--- config.mk ---
export PLATFORM = sky130hd
export DESIGN_NAME = register_file
export DESIGN_NICKNAME = d
export VERILOG_FILES = /design/src/rtl/register_file.sv
export SDC_FILE = /design/constraint.sdc
export NUM_CORES = 2
export LEC_CHECK = 0
export CORE_MARGIN = 3
export CORE_UTILIZATION = 45
export CTS_CLUSTER_SIZE = 20
export DETAILED_ROUTE_END_ITERATION = 6
export GPL_ROUTABILITY_DRIVEN = 0
export SLEW_MARGIN = 20
export SYNTH_ARGS = -nofsm -noshare
export SYNTH_HDL_FRONTEND = slang
export SYNTH_SLANG_ARGS = --single-unit
--- constraint.sdc ---
create_clock -name clk -period 2.95 [get_ports clk]
set_clock_uncertainty 0.2 [all_clocks]
set_input_delay 0.295 -clock clk [delete_from_list [all_inputs] [get_ports clk]]
set_output_delay 0.295 -clock clk [all_outputs]
set_load 0.02 [all_outputs]
--- src/rtl/register_file.sv ---
// Two-read, one-write register file with a hardwired-zero register 0,
// write-through bypass on both read ports and a saturating commit counter.
module register_file #(
    parameter int DATA_WIDTH = 32,
    parameter int ADDR_WIDTH = 5
) (
    input  logic                  clk,
    input  logic                  rst,
    input  logic                  RegWrite,
    input  logic [ADDR_WIDTH-1:0] writeReg,
    input  logic [DATA_WIDTH-1:0] writeData,
    input  logic [ADDR_WIDTH-1:0] readReg1,
    input  logic [ADDR_WIDTH-1:0] readReg2,
    output logic [DATA_WIDTH-1:0] readData1,
    output logic [DATA_WIDTH-1:0] readData2,
    output logic [15:0]           writeCount
);

    localparam int DEPTH = 2 ** ADDR_WIDTH;
    localparam logic [15:0] COUNT_MAX = 16'hFFFF;

    logic [DATA_WIDTH-1:0] regs_q [DEPTH];
    logic [DATA_WIDTH-1:0] regs_d [DEPTH];
    logic [15:0]           count_q;
    logic [15:0]           count_d;
    logic                  write_en;

    // A write commits only outside reset and never to register 0.
    assign write_en = RegWrite && !rst && (writeReg != '0);

    // NOTE: every always_comb output gets a default before any branch,
    // otherwise an untaken path holds its old value and infers a latch.
    always_comb begin
        regs_d  = regs_q;
        count_d = count_q;
        if (write_en) begin
            regs_d[writeReg] = writeData;
            if (count_q != COUNT_MAX) begin
                count_d = count_q + 16'd1;
            end
        end
    end

    // NOTE: the whole storage array is cleared by reset here because the
    // architecture requires zeroed registers; plain RAMs normally are not reset.
    always_ff @(posedge clk) begin
        if (rst) begin
            for (int i = 0; i < DEPTH; i++) begin
                // NOTE: sequential state uses non-blocking assignment so all
                // flops update together from pre-edge values.
                regs_q[i] <= '0;
            end
            count_q <= '0;
        end else begin
            regs_q  <= regs_d;
            count_q <= count_d;
        end
    end

    always_comb begin
        readData1 = '0;
        if (readReg1 != '0) begin
            if (write_en && (readReg1 == writeReg)) begin
                readData1 = writeData;
            end else begin
                readData1 = regs_q[readReg1];
            end
        end
    end

    always_comb begin
        readData2 = '0;
        if (readReg2 != '0) begin
            if (write_en && (readReg2 == writeReg)) begin
                readData2 = writeData;
            end else begin
                readData2 = regs_q[readReg2];
            end
        end
    end

    assign writeCount = count_q;

endmodule

== After elaboration in Yosys (flattened, before gate mapping) ==
Cells that the tools add are included.
Cells by class
  add/subtract/negate cells: 1
  $mul: 0
  div/mod/pow operators: 0
  order comparisons: 4
  equality and inequality tests: 3
  shift-type cells: 0
  muxes and demuxes: 13
  bitwise gates (word level): 3
  reduce and logical (&&, ||, !) cells: 10
Operators with widths (number)
  $bwmux W1024: 1
  $bmux W32 S5: 2
  $mux W32: 9
  $demux W32 S5: 1
  $ge A6 B6 Y1 const B: 3
  $not A5 Y6: 3
  $add A16 B1 Y16 const B: 1
  $ne A16 B16 Y1 const B: 1
  $reduce_bool A5 Y1: 3
  $eq A5 B5 Y1: 2
  $lt A6 B1 Y1 const B: 1
  $logic_and A1 B1 Y1: 5
  $reduce_and A2 Y1: 1
  $logic_not A1 Y1: 1
Storage, ports and cells
  register bits after elaboration: 1040
  bits in latches: 0
  RAM bits: 0
  bits in read-only memories: 0
  memories kept: 0

== Longest topological paths before layout ==
  depth after elaboration: 6
  gate-level depth with buffers: 10
  depth with buffers taken out: 6

== Worst setup path before layout ==
OpenSTA, ideal clock, no wires.
  kind: input to output
  from: in readReg2[1]
  to: out readData2[7]
  arrival: 2.036 ns
  required time: 2.455 ns
  slack: 0.419 ns
  stages: 8
  buffers on the path: 3
  path through: buf_4 > buf_4 > nand3b_1 > buf_2 > o22ai_1 > a2111oi_0 > a311oi_1 > a211oi_1
On the way
  longest elaborated chain between the ends: 6
  elaborated cells between the ends (all ways): 9
RTL lines
  start: declaration: line 13  | input logic [ADDR_WIDTH-1:0] readReg2,
  $not A5 Y6 (implied by the code): line 77  | readData2 = regs_q[readReg2];
  $bmux W32 S5: line 77
  $mux W32 (implied by the code) (2 in series): line 77
  $mux W32: line 74  | if (write_en && (readReg2 == writeReg)) begin
  $mux W32 (*): line 73  | if (readReg2 != '0) begin
  end: declaration: line 15  | output logic [DATA_WIDTH-1:0] readData2,
Mark *: on every way between the ends. The rest lies on a longest branch, timed or not. The select of a mux whose other input is x is not followed.

== Worst setup path in the final report ==
  from: reg regs_q[747] (netlist bit)
  to: out readData1[11]
On the way
  longest elaborated chain between the ends: 5
RTL lines
  start: declaration: line 22  | logic [DATA_WIDTH-1:0] regs_q [DEPTH];
  start signal: assignment: line 55  | regs_q <= regs_d;
  $bmux W32 S5: line 66  | readData1 = regs_q[readReg1];
  $mux W32 (implied by the code) (2 in series): line 66
  $mux W32: line 63  | if (write_en && (readReg1 == writeReg)) begin
  $mux W32: line 62  | if (readReg1 != '0) begin
  end: declaration: line 14  | output logic [DATA_WIDTH-1:0] readData1,
Every way passes these cells. The select of a mux whose other input is x is not followed.

==> metrics.md <==
| Metric | Value |
|---|---|
| Status | `finished with violations` |
| Violated checks | `setup timing` |
| DRC | `0` |
| Worst min path class | `input port to flop` |
| HPWL Detailed | `174000 um` |
| Critical path's largest stage delay | `0.46 ns` |
| Asr flop ratio synth | `0%` |
| Comb pwr share | `12.7%` |
| Worst setup slack after layout | `-0.265 ns` |
| Clock sink count | `1040` |
| TritonCTS clock tree | `done` |
| Minimum clock period | `3.21 ns` |
| Final Hold Vio Count | `0` |
| Req. time, crit path | `2.46 ns` |
| Post-route cell area | `68700 sq um` |
| Worst-case vdd ir drop | `0.000512 V` |
| Floorplan row count | `127` |
| Initial Util | `45.7%` |
| Gr usage total | `39.3%` |
| Flop pwr share | `42.5%` |
| Synth Flop Type | `dfxtp_1` |
| Vias in the first global route | `51.5k` |
| CTS root buffer | `clkbuf_16` |
| DP Worst Slack | `-1.07 ns` |
| Reg clk slew, reported paths | `0.06 ns` |
| Cell count after synthesis | `6385` |
| Critical Path Fanout Max | `3` |
| Clock latency on the worst-skew pair | `0.72 ns` |
| Post-synth cell types | `91` |
| First-pass GRT wire length | `365000 um` |
| Max Slew Vio Count | `0` |
| CORE AREA | `121000 sq um` |
| DRT iter0 DRCs | `8755` |
| Vert. Die Dim | `356 um` |
| Post-synthesis sequential area ratio | `37.7%` |
| Avg Inst Size Synth | `8.64 sq um` |
| Arrival time worst endpoint | `2.72 ns` |
| Final period util | `109%` |
| Crit-path cells | `mux4_2 > or2_1 > a21oi_2 > buf_4 > nor4_4 > a311o_2 > buf_6` |
| Largest net degree at the start of global routing | `205` |
| Post-synth net total | `6436` |
| Antenna-violating nets left | `0` |
| Pwr per Cell Area | `484 nW/um^2` |
| Initial antenna violation count | `9` |
| Final #Nets | `6780` |
| Crit Path Category | `flop to output pin` |
| Pleak | `0.0238 uW` |
| Finished Layout Cells | `8437` |
| Worst-margin pin slew | `1.12 ns` |
| Sw frac | `26.9%` |
| Final setup vio count | `30` |
| Total CTS buffers | `116` |
| Per-cell routed wire length | `30.6 um` |
| Slowest CP cell | `mux4_2` |
| Most frequent cells in the layout | `2079 x nand2_1, 1036 x a21oi_1, 899 x dfxtp_1, 578 x buf_4, 330 x mux4_2` |
| Via Count | `54.7k` |
| H-tree depth | `3` |
| Post-Route WL | `258000 um` |
| Port Buf Inserts | `129` |
| Max Clock Freq | `311 MHz` |
| DRT Pass-1 Iters | `6` |
| Ports | `130` |
| Crit. End Element | `output pin` |
| Share of cells above drive strength 1 | `27.9%` |
| Netlist Area Pre-Place | `55200 sq um` |
| Die Wd | `356 um` |
| Post-synth EDFFs | `0` |
| # placed instances | `8205` |
| Largest buffer count on any clock path | `3` |
| Synth warn | `0` |
| Via density | `6.48` |
| Max_cap viols | `0` |
| Internal | `24300 uW` |
| Commonest non-fill, non-tap cell in the layout | `nand2_1` |
| #FFs+latches synth | `1040` |
| Headroom to the max-slew limit | `25.3%` |
| Area Growth Syn to Fin | `24.6%` |
| Clock group share of total power | `44.9%` |
| Die area | `127000 sq um` |
| Total gr overflow | `0` |
| Final core occ | `56.9%` |
| DP Area | `62400 sq um` |
| Switch Pwr | `8970 uW` |
| CP Launch Type | `flop` |
| RSZ-0062 raised after global routing | `true` |
==> power groups by stage <==
stage | Sequential (uW) | Combinational (uW) | Clock [uW]
floorplan | 14400 | 1960 | 0
global placement | 14500 | 3720 | 0
detailed placement | 14500 | 3720 | 0
CTS | 14100 | 3960 | 14900
global route | 14100 | 4250 | 15500
finish | 14100 | 4210 | 14900
==> final cells by class <==
| class | instances | area (sq um) |
|---|---|---|
| Timing Repair Buffer | 893 | 9270 |
| Tap cell | 1612 | 2020 |
| Fill cell | 10600 | 52000 |
| Clock inverter | 33 | 395 |
| Multi-Input combinational cell | 4672 | 32600 |
| Inverter | 6 | 27.5 |
| Antenna cell | 3 | 7.51 |
| Sequential cell | 1040 | 21000 |
| Clock buffer | 178 | 3440 |
==> through the flow <==
step | power, uW | setup TNS (ns) | hold WS [ns]
floorplan | 16400 | 0 | 0.241
global placement | 18200 | -62.79 | 0.249
detailed placement | 18200 | -64.60 | 0.256
CTS | 33000 | -3.13 | 0.0495
global route | 33900 | -3.53 | 0.108
finish | 33300 | -2.66 | 0.0913
==> kinds of logic after synthesis <==
| logic type | synth area share (%) |
|---|---|
| XOR/XNOR | 0.333 |
| AND/OR/NAND/NOR | 17.8 |
| flip-flops | 37.7 |
| multiplexers | 21.4 |
| AO/OA/AOI/OAI | 15.8 |
| buffers and inverters | 6.96 |
| adder cells (fa/ha/maj) | 0.0227 |
==> final timing paths <==
check | from | depth (start not counted) | slack [ns] | end
min | rst | 7 | 0.09 | writeCount[2]
max reg2reg | writeCount[6] | 5 | 0.84 | writeCount[13]
min reg2reg | regs_q[274] | 2 | 0.26 | regs_q[274]
max | regs_q[747] | 7 | -0.26 | readData1[11]
==> flip-flops by register name, indices dropped and copies added, names as in the netlist <==
register and cells:
regs_q 1024, writeCount 16
==> synthesized netlist by cell type (all sizes together), types with 11 or more instances <==
cell type / number / area share (%)
a211o: 14 / 0.22
dfxtp: 1040 / 38
o211ai: 17 / 0.25
a22oi: 47 / 0.64
nand3: 17 / 0.17
buf: 276 / 4.0
a221oi: 58 / 1.0
clkbuf: 391 / 2.9
nor4: 17 / 0.23
mux4: 347 / 14
a221o: 31 / 0.56
nand2b: 22 / 0.26
nor2: 116 / 0.89
mux2: 58 / 1.2
nand2: 2111 / 14
a211oi: 30 / 0.43
a22o: 14 / 0.22
a2111oi: 21 / 0.43
a21oi: 1065 / 9.7
nor3: 34 / 0.35
nor2b: 50 / 0.57
o22ai: 55 / 0.62
or2: 11 / 0.12
o21ai: 58 / 0.53
a311oi: 13 / 0.21
xnor2: 14 / 0.22
mux2i: 324 / 5.9
==> routing by layer <==
metal	wire, um	global-route usage, %	vias up
li1	-	-	23000
met1	92900	50.5	26400
met2	109000	57.3	4225
met3	36300	11.3	1057
met4	20600	26.5	4
met5	41	0	-
==> worst max-delay path, delay by kind of cell, from the launching register on <==
family | cells | cell delay [ns]
multiplexers | 1 | 0.46
flip-flops | 1 | 0.33
buffers and inverters | 2 | 0.31
AO/OA/AOI/OAI | 2 | 0.59
AND/OR/NAND/NOR | 2 | 0.29
==> repair_timing <==
item / CTS / global route
setup endpoints to repair: 64 / 62
resized for setup: 671 / 201
hold buffers: 1 / 0
pin swaps: 120 / 90
endpoints found under the hold margin: 4 / 0
setup buffers: 33 / 14
cloned: 3 / 1
Note: power is estimated with default switching activity, not from simulation.
